===== config.mk =====
export PLATFORM = sky130hd
export DESIGN_NAME = mul_div_unit_flat
export DESIGN_NICKNAME = d
export VERILOG_FILES = /design/src/rtl/mul_div_pkg.sv /design/src/rtl/mul_div_if.sv /design/src/rtl/md_datapath_step.sv /design/src/rtl/mul_div_unit.sv /design/src/flat_wrapper.sv
export SDC_FILE = /design/constraint.sdc
export NUM_CORES = 1
export LEC_CHECK = 0
export ABC_AREA = 1
export CORE_ASPECT_RATIO = 1.75
export CORE_MARGIN = 2
export CORE_UTILIZATION = 45
export CTS_CLUSTER_SIZE = 20
export DETAILED_ROUTE_END_ITERATION = 6
export PLACE_DENSITY = 0.73
export RECOVER_POWER = 25
export SYNTH_ARGS = -nofsm -noshare
export SYNTH_HDL_FRONTEND = slang
export SYNTH_SLANG_ARGS = --single-unit

===== constraint.sdc =====
create_clock -name clk -period 5.5 [get_ports clk]
set_input_delay 0.825 -clock clk [delete_from_list [all_inputs] [get_ports clk]]
set_output_delay 0.825 -clock clk [all_outputs]
set_load 0.005 [all_outputs]

===== src/rtl/mul_div_pkg.sv =====
// Shared encodings for the iterative multiply/divide unit.
package mul_div_pkg;
   localparam int MD_WIDTH = 32;

   typedef enum logic [1:0] {
      MD_MULU = 2'b00,
      MD_DIVU = 2'b01,
      MD_MULS = 2'b10,
      MD_DIVS = 2'b11
   } md_op_e;

   typedef enum logic [1:0] {
      MD_IDLE = 2'd0,
      MD_RUN  = 2'd1,
      MD_DONE = 2'd2
   } md_state_e;
endpackage


===== src/rtl/mul_div_if.sv =====
// Request/response bundle between the control FSM (master) and the mul/div unit (slave).
interface mul_div_if
   import mul_div_pkg::*;
#(
   parameter int WIDTH = MD_WIDTH
);
   logic             start;
   logic [1:0]       op;
   logic [WIDTH-1:0] opA;
   logic [WIDTH-1:0] opB;
   logic             busy;
   logic             done;
   logic [WIDTH-1:0] resultHi;
   logic [WIDTH-1:0] resultLo;
   logic             divByZero;

   modport master (output start, op, opA, opB,
                   input  busy, done, resultHi, resultLo, divByZero);
   modport slave  (input  start, op, opA, opB,
                   output busy, done, resultHi, resultLo, divByZero);
endinterface


===== src/rtl/md_datapath_step.sv =====
// One radix-2 iteration: shift-add multiply or restoring-divide step; purely combinational.
module md_datapath_step #(
   parameter int WIDTH = 32
) (
   input  logic               i_is_div,
   input  logic [2*WIDTH-1:0] i_acc,
   input  logic [WIDTH-1:0]   i_opnd,
   output logic [2*WIDTH-1:0] o_acc
);
   logic [WIDTH-1:0] w_hi;
   logic [WIDTH-1:0] w_lo;
   logic [WIDTH:0]   w_sum;
   logic [WIDTH:0]   w_trial;
   logic [WIDTH:0]   w_diff;

   always_comb begin
      w_hi    = i_acc[2*WIDTH-1:WIDTH];
      w_lo    = i_acc[WIDTH-1:0];
      w_sum   = {1'b0, w_hi} + (w_lo[0] ? {1'b0, i_opnd} : {(WIDTH+1){1'b0}});
      w_trial = {w_hi, w_lo[WIDTH-1]};
      w_diff  = w_trial - {1'b0, i_opnd};
      o_acc   = {w_sum, w_lo[WIDTH-1:1]};
      // remainder < divisor keeps the trial within WIDTH+1 bits, so bit WIDTH is the sign
      if (i_is_div) begin
         if (!w_diff[WIDTH]) o_acc = {w_diff[WIDTH-1:0], w_lo[WIDTH-2:0], 1'b1};
         else                o_acc = {w_trial[WIDTH-1:0], w_lo[WIDTH-2:0], 1'b0};
      end
   end
endmodule


===== src/rtl/mul_div_unit.sv =====
// Iterative 32-bit mul/div, one bit per clock: done WIDTH+1 cycles after start (1 for div-by-zero).
// Signed ops 10/11 exist only with MUL_DIV_SIGNED_EN; start is ignored while busy.
module mul_div_unit
   import mul_div_pkg::*;
#(
   parameter int WIDTH = MD_WIDTH,
   parameter int CNT_W = 5
) (
   input  logic     clk,
   input  logic     rst,
   mul_div_if.slave md_bus
);
   md_state_e          r_state;
   md_state_e          w_next;
   logic [CNT_W-1:0]   r_cnt;
   logic [2*WIDTH-1:0] r_acc;
   logic [2*WIDTH-1:0] w_step;
   logic [2*WIDTH-1:0] w_fixed;
   logic [WIDTH-1:0]   r_opnd;
   logic [WIDTH-1:0]   r_res_hi;
   logic [WIDTH-1:0]   r_res_lo;
   logic [WIDTH-1:0]   w_mag_a;
   logic [WIDTH-1:0]   w_mag_b;
   logic               r_is_div;
   logic               r_dbz;
   logic               w_accept;
   logic               w_div0;
   logic               w_last;

   assign w_accept = md_bus.start && (r_state == MD_IDLE || r_state == MD_DONE);
   assign w_div0   = md_bus.op[0] && (md_bus.opB == '0);
   assign w_last   = (r_cnt == CNT_W'(WIDTH-1));

`ifdef MUL_DIV_SIGNED_EN
   logic r_neg_q;
   logic r_neg_r;
   logic w_neg_a;
   logic w_neg_b;

   assign w_neg_a = md_bus.op[1] && md_bus.opA[WIDTH-1];
   assign w_neg_b = md_bus.op[1] && md_bus.opB[WIDTH-1];
   assign w_mag_a = w_neg_a ? (~md_bus.opA + 1'b1) : md_bus.opA;
   assign w_mag_b = w_neg_b ? (~md_bus.opB + 1'b1) : md_bus.opB;

   always_comb begin
      w_fixed = r_neg_q ? (~w_step + 1'b1) : w_step;
      if (r_is_div) begin
         w_fixed[2*WIDTH-1:WIDTH] = r_neg_r ? (~w_step[2*WIDTH-1:WIDTH] + 1'b1)
                                            : w_step[2*WIDTH-1:WIDTH];
         w_fixed[WIDTH-1:0]       = r_neg_q ? (~w_step[WIDTH-1:0] + 1'b1)
                                            : w_step[WIDTH-1:0];
      end
   end

   always_ff @(posedge clk) begin
      if (rst) begin
         r_neg_q <= 1'b0;
         r_neg_r <= 1'b0;
      end else if (w_accept) begin
         r_neg_q <= w_neg_a ^ w_neg_b;
         r_neg_r <= w_neg_a;
      end
   end
`else
   logic w_unused_op1;

   assign w_unused_op1 = md_bus.op[1];
   assign w_mag_a      = md_bus.opA;
   assign w_mag_b      = md_bus.opB;
   assign w_fixed      = w_step;
`endif

   md_datapath_step #(.WIDTH(WIDTH)) u_step (
      .i_is_div (r_is_div),
      .i_acc    (r_acc),
      .i_opnd   (r_opnd),
      .o_acc    (w_step)
   );

   always_ff @(posedge clk) begin
      if (rst) r_state <= MD_IDLE;
      else     r_state <= w_next;
   end

   always_comb begin
      w_next = r_state;
      case (r_state)
         MD_IDLE: if (md_bus.start) w_next = w_div0 ? MD_DONE : MD_RUN;
         MD_RUN:  if (w_last) w_next = MD_DONE;
         MD_DONE: w_next = md_bus.start ? (w_div0 ? MD_DONE : MD_RUN) : MD_IDLE;
         default: w_next = MD_IDLE;
      endcase
   end

   always_comb begin
      md_bus.busy = (r_state == MD_RUN);
      md_bus.done = (r_state == MD_DONE);
   end

   always_ff @(posedge clk) begin
      if (rst) begin
         r_cnt    <= '0;
         r_acc    <= '0;
         r_opnd   <= '0;
         r_is_div <= 1'b0;
         r_dbz    <= 1'b0;
         r_res_hi <= '0;
         r_res_lo <= '0;
      end else if (w_accept) begin
         r_cnt    <= '0;
         r_acc    <= {{WIDTH{1'b0}}, w_mag_a};
         r_opnd   <= w_mag_b;
         r_is_div <= md_bus.op[0];
         r_dbz    <= w_div0;
         if (w_div0) begin
            r_res_hi <= md_bus.opA;
            r_res_lo <= '1;
         end
      end else if (r_state == MD_RUN) begin
         r_acc <= w_step;
         r_cnt <= r_cnt + CNT_W'(1);
         if (w_last) begin
            r_res_hi <= w_fixed[2*WIDTH-1:WIDTH];
            r_res_lo <= w_fixed[WIDTH-1:0];
         end
      end
   end

   assign md_bus.resultHi  = r_res_hi;
   assign md_bus.resultLo  = r_res_lo;
   assign md_bus.divByZero = r_dbz;
endmodule


===== src/flat_wrapper.sv =====
// flat-port wrapper written by rule: the top's interface ports become plain ports
module mul_div_unit_flat import mul_div_pkg::*;
#(
   parameter int WIDTH = MD_WIDTH,
   parameter int CNT_W = 5
)
  (clk, rst, md_bus_start, md_bus_op, md_bus_opA, md_bus_opB, md_bus_busy, md_bus_done, md_bus_resultHi, md_bus_resultLo, md_bus_divByZero);
  mul_div_if #(.WIDTH(WIDTH)) md_bus_i ();
  input  logic clk;
  input  logic rst;
  input wire logic [$bits(md_bus_i.start)-1:0] md_bus_start;
  input wire logic [$bits(md_bus_i.op)-1:0] md_bus_op;
  input wire logic [$bits(md_bus_i.opA)-1:0] md_bus_opA;
  input wire logic [$bits(md_bus_i.opB)-1:0] md_bus_opB;
  output wire logic [$bits(md_bus_i.busy)-1:0] md_bus_busy;
  output wire logic [$bits(md_bus_i.done)-1:0] md_bus_done;
  output wire logic [$bits(md_bus_i.resultHi)-1:0] md_bus_resultHi;
  output wire logic [$bits(md_bus_i.resultLo)-1:0] md_bus_resultLo;
  output wire logic [$bits(md_bus_i.divByZero)-1:0] md_bus_divByZero;
  assign md_bus_i.start = md_bus_start;
  assign md_bus_i.op = md_bus_op;
  assign md_bus_i.opA = md_bus_opA;
  assign md_bus_i.opB = md_bus_opB;
  assign md_bus_busy = md_bus_i.busy;
  assign md_bus_done = md_bus_i.done;
  assign md_bus_resultHi = md_bus_i.resultHi;
  assign md_bus_resultLo = md_bus_i.resultLo;
  assign md_bus_divByZero = md_bus_i.divByZero;
  mul_div_unit #(.WIDTH(WIDTH), .CNT_W(CNT_W)) u_core (.clk(clk), .rst(rst), .md_bus(md_bus_i));
endmodule

After elaboration in Yosys (flattened, before gate mapping)
Index checks and enable logic that the tools add are counted.
- register bits after elaboration: 169
- input port bits: 69
- output and inout port bits: 67
- $add $sub $neg: 3
- eq/ne operators: 6
- muxes and demuxes: 18
- reduce and logical (&&, ||, !) cells: 10
- operators with widths (cell ; count):
    32-bit 2-to-1 mux ; 11
    64-bit 2-to-1 mux ; 2
    32-bit by 32-bit adder with 33-bit output ; 1
    33-bit by 32-bit subtractor with 33-bit output ; 1
    32-bit zero test ; 1
    2-bit 2-to-1 mux ; 4
    2-bit one-hot mux with 3 select lines ; 1
    5-bit by 1-bit adder with 5-bit output, second input constant ; 1
    5-bit == test, second input constant ; 1
    2-bit inequality test, second input constant ; 2
    2-bit nonzero test ; 2
    3-bit AND reduction ; 1
    2-bit by 1-bit == test with 1-bit output, second input constant ; 1
    2-bit == test, second input constant ; 1
    1-bit logical AND ; 2
    2-bit zero test ; 1
    2-bit by 1-bit inequality test with 1-bit output, second input constant ; 1
    2-bit AND reduction ; 1
    2-bit OR reduction ; 1
    1-bit logical OR ; 1

Longest topological paths before layout
Gate-level depths: netlist of run 1.
- depth after elaboration: 6
- depth in mapped cells: 21

Modules after synthesis
From an unflattened synthesis of run 1, not the netlist that was laid out.
- cells, all modules: 2313
- area, all modules: 13461.7 um^2
- modules (own cells, without submodules) (module ; times used ; cells an instance ; area each (um^2) ; sequential area each (um^2)):
    mul_div_unit ; 1 ; 1015 ; 7104.3 ; 3383.2
    md_datapath_step ; 1 ; 1298 ; 6357.3 ; 0.0

Least setup slack after synthesis of run 1
No wires, ideal clock.
- path kind: reg2reg
- start point: register u_core.r_acc[31]
- end point: register u_core.r_acc[33]
- setup time: 113 ps
- arrival: 2355 ps
- slack: 3032 ps
- stages on the path, launching flop included: 22
- path buffers: 2
- clock period less this slack: 2468 ps
- cells stage by stage: dfxtp_1 inv_1 ha_1 fa_1 inv_1 nand2_1 nand2_1 nand3_1 nand2_1 nand2_1 nand2_1 nand2_2 nand2_2 nand2_1 nand2_2 buf_6 buf_6 nand2_1 nand3_1 nand2_1 o21ai_1 inv_1
- longest elaborated chain between the ends: 3
- RTL lines (what ; line ; text):
    start, declared ; mul_div_unit.sv:16 ; logic [2*WIDTH-1:0] r_acc;
    start signal, assigned ; mul_div_unit.sv:111 ; r_acc <= {{WIDTH{1'b0}}, w_mag_a};
    start signal, assigned ; mul_div_unit.sv:120 ; r_acc <= w_step;
    33-bit by 32-bit subtractor with 33-bit output ; md_datapath_step.sv:21 ; w_diff = w_trial - {1'b0, i_opnd};
    64-bit 2-to-1 mux ; md_datapath_step.sv:25 ; if (!w_diff[WIDTH]) o_acc = {w_diff[WIDTH-1:0], w_lo[WIDTH-2:0], 1'b1};
    64-bit 2-to-1 mux ; md_datapath_step.sv:24 ; if (i_is_div) begin
Every way passes these cells.
A chain may end at the register's enable or synchronous reset.

==> results.ini, run 1 <==
[floorplanning]
start_util_pct=45.6
die_area_sq_um=29500
num_rows=81
ios=136
core_area_sq_um=27800
die_x_um=131
die_h_um=226

[status]
violations=max-capacitance violations, max-slew violations
outcome=finished with violations

[setup_path]
startpoint=rst
cp-start-kind=primary input
crit_type=in2reg
worstPathMaxFanout=41
end_kind=register
reg2reg_from=u_core.r_acc[31]
critPathCapture=u_core.md_bus.resultLo[20]
r2r_cells=20
reg2reg_to=u_core.md_bus.resultHi[31]
crit_required_ps=5850
ff2ff_setup_slack_ps=1970
critPathArrivalTime_ps=4510

[clocking]
cts_buffer_depth=2
clk_pin_slew_ps=70
clock-sinks=169
numCtsBuffers=17
postCtsSetupRepairBufs=0
cts_tree=built
htree_levels=4
post_cts_resized=0
hold_buffers=0
root_buffer=clkbuf_16
insertion_delay_ps=470

[logic_synthesis]
ys.flop_type=dfxtp_1
synth_area_leaders=dfxtp_1 (27%), nand2_1 (21%), inv_1 (10%), nor2_1 (7.3%), a21oi_1 (7.0%)
syn-num-nets=2345
yosysMostFrequentCell=nand2_1
synthCells=2208
synth_area_sq_um=12700
synth-seq-area-share_pct=26.7
synth_top_area_share_pct=26.7
ys_ff_latch=169
synth_edf_count=0
yosysWarnings=0
synth_cell_types=36
async_flop_share_pct=0
synth_largest_area_cell=dfxtp_1
avgSynthCellArea_sq_um=5.73
synth_common_cells=nand2_1 (704), inv_1 (352), nor2_1 (245)

[global_routing]
grt_pass1_vias=13300
grt_first_pass_wirelength_um=65100
gr-usage-all-layers_pct=28.5
antenna_found_initial=0
gr-total-overflow=0
grt_max_degree=87

[detailed_routing]
routed_wl_um=41700
vias=13800
drc=0
drt-vias-per-instance=5.17
routedWlPerCell_um=15.6
drtIter0Drc=978
ant_nets=0
dr.pass1.iters=5

[sta]
fin_skew_ps=15.1
setup_tns_ps=0
setup_viol_count_final=0
final_max_slew_viol_count=37
worstMarginPinSlew_ps=1680
clock.fmax_ghz=0.240
slew_headroom_pct=-11.8
hold_viol=0
finalCritPeriodShare_pct=75.6
fin_crit_ps=4160
hold_slack_ps=467
rsz0062_at_grt=no

[layout]
drive_above_1_share_pct=3.26
nFillCells=2996
area_growth_pct=16.9
layout.nets=2428
num_antenna_cells=0

[place]
hpwl_um=32600
gp_congestion=0.985
io_buffer_count=134

[pwr]
p_leak_nw=7.85
fin_total_pwr_mw=3.83
ir_drop_v=0.000235
powerDensity_nw_per_um2=259

[run]
maxCapViolCount=1

[worst_hold_path]
hold_class=reg2reg

==> metrics by stage <==
stage	util, %	area, sq um	setup slack [ps]	cells
2_1_floorplan	-	12700	3030	2208
5_1_grt	53.3	14800	935	2677
6_report	53.3	14800	1340	2677
3_3_place_gp	51.2	14200	1800	2645
4_1_cts	53.3	14800	2000	2677
3_5_place_dp	51.2	14200	1740	2645
==> final cells by class <==
cell class,instances,area [sq um],share of cell area (%)
sequential,169,3380,22.9
timing repair buffer,147,1440,9.70
clock inverter,14,139,0.939
tap,373,467,3.16
clock buffer,18,439,2.97
inverter,359,1350,9.11
multi-input combinational,1597,7580,51.2
==> kinds of logic after synthesis <==
family	count (synthesis)	share of synthesized area (%)
simple gates	1129	35.8
buf+inv	442	13.5
fa+ha+maj	68	6.84
xor+xnor	18	1.25
flops	169	26.7
compound gates	382	15.8
==> worst max-delay path, cell delays in order <==
cell and delay [ps]:
dlygate4sd3_1 540, clkbuf_1 1210, inv_1 1150, buf_4 550
o21ai_0 140, nor2_1 60
==> registers in the layout (all words and copies together), names as in the netlist <==
signal	count
u_core.md_bus.divByZero	1
u_core.md_bus.resultHi	32
u_core.r_state	2
u_core.md_bus.resultLo	32
u_core.r_is_div	1
u_core.r_cnt	5
u_core.r_acc	64
u_core.r_opnd	32
==> cell usage in the layout, fill, tap and decap left out, types with 2 or more instances in the layout <==
| master | netlist | layout |
|---|---|---|
| inv_2 | 5 | 5 |
| inv_8 | 0 | 2 |
| nand2_1 | 704 | 702 |
| clkbuf_16 | 0 | 17 |
| dlygate4sd3_1 | 0 | 47 |
| a21oi_1 | 178 | 178 |
| clkinvlp_4 | 0 | 5 |
| nor2_2 | 6 | 5 |
| clkinv_4 | 0 | 2 |
| o211ai_1 | 2 | 2 |
| a21o_1 | 14 | 14 |
| nand2_2 | 5 | 6 |
| nand4_1 | 11 | 11 |
| o21ai_0 | 158 | 158 |
| nand3_1 | 122 | 122 |
| o22ai_1 | 2 | 2 |
| nor2_1 | 245 | 245 |
| inv_6 | 0 | 3 |
| fa_1 | 2 | 2 |
| a21oi_2 | 9 | 9 |
| or2_2 | 2 | 2 |
| inv_1 | 352 | 353 |
| o21ai_1 | 13 | 13 |
| xnor2_1 | 2 | 2 |
| nand3b_1 | 9 | 9 |
| xor2_1 | 16 | 16 |
| ha_1 | 66 | 66 |
| buf_4 | 1 | 12 |
| nor3_1 | 13 | 13 |
| dfxtp_1 | 169 | 168 |
| clkdlybuf4s50_1 | 0 | 87 |
| o21a_1 | 4 | 4 |
| and2_1 | 3 | 3 |
| nor4_1 | 7 | 7 |
==> how the worst min path moves through the flow <==
stage                           from               end  slack, ps  depth (start not counted)
floorplan           u_core.r_acc[31]  u_core.r_acc[31]        440                          2
global placement    u_core.r_acc[31]  u_core.r_acc[31]        450                          2
detailed placement   u_core.r_cnt[4]   u_core.r_cnt[4]        460                          2
CTS                  u_core.r_cnt[4]   u_core.r_cnt[4]        470                          2
global route         u_core.r_cnt[4]   u_core.r_cnt[4]        490                          2
finish               u_core.r_cnt[4]   u_core.r_cnt[4]        470                          2
==> layer usage <==
layer | wire length (um) | vias up | GRT usage [%]
li1 | - | 7063 | -
met1 | 16000 | 6199 | 30.7
met2 | 20700 | 463 | 51.0
met3 | 1880 | 122 | 2.94
met4 | 3050 | 0 | 20.0
met5 | 0 | - | 0
==> where the power goes <==
part / leakage, nW / internal [mW] / switching (mW)
clock network: 0.269 / 0.644 / 0.565
registers: 1.38 / 1.31 / 0.0646
logic: 6.19 / 0.421 / 0.821
Note: power is estimated with default switching activity, not from simulation.
==> run 2: changes to the inputs <==
- clock period: 5.5 -> 3.9 ns (I/O delays scaled with it)
==> run 2 against run 1 <==
The run now ends clean. Setup slack worse by 760 ps. Non-clock buffer count increased by 6. Global-route usage fell by 0.13 points. Worst hold slack got worse by 1.5 ps. Via count increased by 0.81%. Power up 41%. Register-to-register slack worse by 1400 ps.
==> results.ini, run 2 (synthesis results as in run 1) <==
[clocking]
root_buffer=clkbuf_16
htree_levels=4
post_cts_resized=0
cts_tree=built
hold_buffers=0
cts_buffer_depth=2
numCtsBuffers=17
insertion_delay_ps=470
clk_pin_slew_ps=70
postCtsSetupRepairBufs=0
clock-sinks=169

[layout]
layout_commonest_cell=nand2_1
num_antenna_cells=0
fin_cells=2681
largest_reg_flops=64
fin_util_pct=53.5
layout.nets=2434
final_cell_mix=nand2_1 (702), inv_1 (353), nor2_1 (245)
area_growth_pct=17.4
drive_above_1_share_pct=3.38
regMostFlops=u_core.r_acc

[sta]
finalCritPeriodShare_pct=85.0
setup_tns_ps=0
fin_skew_ps=12.6
setup_viol_count_final=0
worstMarginPinSlew_ps=1240
fin_crit_ps=3320
final_max_slew_viol_count=0
rsz0062_at_grt=no
slew_headroom_pct=17.1
fin_ws_ps=585
hold_viol=0
clock.fmax_ghz=0.302

[global_routing]
antenna_found_initial=0
grt_first_pass_wirelength_um=64800
gr-usage-all-layers_pct=28.4
gr-total-overflow=0
use_met3_pct=3.13
grt_max_degree=161
grt_use_met1_pct=30.0
met2_usage_pct=51.2
grt_busiest_layer=met2
grt_pass1_vias=13500

[floorplanning]
num_rows=81
core_area_sq_um=27800
die_area_sq_um=29500
ios=136
die_x_um=131
start_util_pct=45.6
die_h_um=226

[setup_path]
reg2reg_from=u_core.r_acc[31]
ff2ff_setup_slack_ps=580
critPathArrivalTime_ps=3710
end_kind=register
worstPathMaxFanout=25
r2r_cells=21
startpoint=u_core.r_acc[31]
crit_type=reg2reg
cp-start-kind=register
reg2reg_to=u_core.md_bus.resultHi[15]
crit_required_ps=4290

[detailed_routing]
routed_wl_um=41400
drtIter0Drc=858
vias=14000
ant_nets=0
routedWlPerCell_um=15.4
dr.pass1.iters=6
drt-vias-per-instance=5.21
drc=0

[run]
maxCapViolCount=0

[worst_hold_path]
hold_class=reg2reg
min_path_cells=2
holdPathEnd=u_core.r_acc[1]
worstHoldStart=u_core.r_acc[1]

[place]
gp_congestion=0.980
io_buffer_count=134
preCtsSetupSlack_ps=614
hpwl_um=32700
dp.cells=2651

[pwr]
intPower_mw=3.38
ir_drop_v=0.000291
switching_share_pct=37.3
p_leak_nw=7.91
powerDensity_nw_per_um2=363
comb_power_share_pct=32.8
pwr-share-seq_pct=36.1
switchingPower_mw=2.01
power_frac_clock_pct=31.2

[status]
outcome=completed

run 2: cell types whose count changed in the layout (fill, tap and decap cells not counted), sizes merged, moves of 3 or more:
cell / change
clkbuf: +3
clkinvlp: -3
dlygate4sd3: +6
buf: +6
clkdlybuf4s50: -6
run 2: worst max path at each step:
stage                                      end  slack, ps
floorplan                     u_core.r_acc[33]       1430
global placement    u_core.md_bus.resultHi[11]        670
detailed placement  u_core.md_bus.resultHi[15]        610
CTS                 u_core.md_bus.resultHi[15]        590
global route        u_core.md_bus.resultHi[15]        310
finish              u_core.md_bus.resultHi[15]        580
run 2: layer usage:
| metal | part of all wire [%] | vias to the layer above |
|---|---|---|
| li1 | - | 7077 |
| met1 | 38 | 6267 |
| met5 | 0 | - |
| met3 | 4.4 | 131 |
| met2 | 50 | 484 |
| met4 | 7.4 | 0 |
run 2: stage by stage:
stage / instance area (sq um) / power, mW / hold slack, ps
2_1_floorplan: 12700 / 3.17 / 444
3_3_place_gp: 14300 / 3.71 / 452
3_5_place_dp: 14300 / 3.74 / 457
4_1_cts: 14900 / 5.41 / 468
5_1_grt: 14900 / 5.69 / 488
6_report: 14900 / 5.39 / 466
run 2: layout make-up:
class,count,area (sq um)
flip-flops and latches,169,3380
fillers,2956,12900
repair buffers,153,1520
clock inverters,9,90.1
multi-input cells,1597,7580
well taps,373,467
clock buffers,21,470
inverters,359,1350
run 2: power by group through the flow:
stage / Sequential, mW / Combinational [mW] / Clock (mW)
after detailed placement: 1.98 / 1.76 / 0
after CTS: 1.94 / 1.77 / 1.70
after global placement: 1.97 / 1.74 / 0
after floorplan: 1.95 / 1.22 / 0
final: 1.94 / 1.76 / 1.68
after global routing: 1.95 / 1.98 / 1.75
run 2: worst max-delay path: stages (launching register included):
cell and delay (ps):
dfxtp_1 330, inv_1 130, ha_1 290, fa_1 470
inv_1 110, nand2_1 50, nand2_1 110, nand3_1 90
nand2_1 150, nand2_1 60, nand2_1 170, nand2_2 100
nand2_2 80, nand2_1 60, nand2_2 170, buf_4 300
nand2_1 90, nand2_1 60, nand2_1 50, nand2_1 160
nand2_1 70, a21oi_1 140
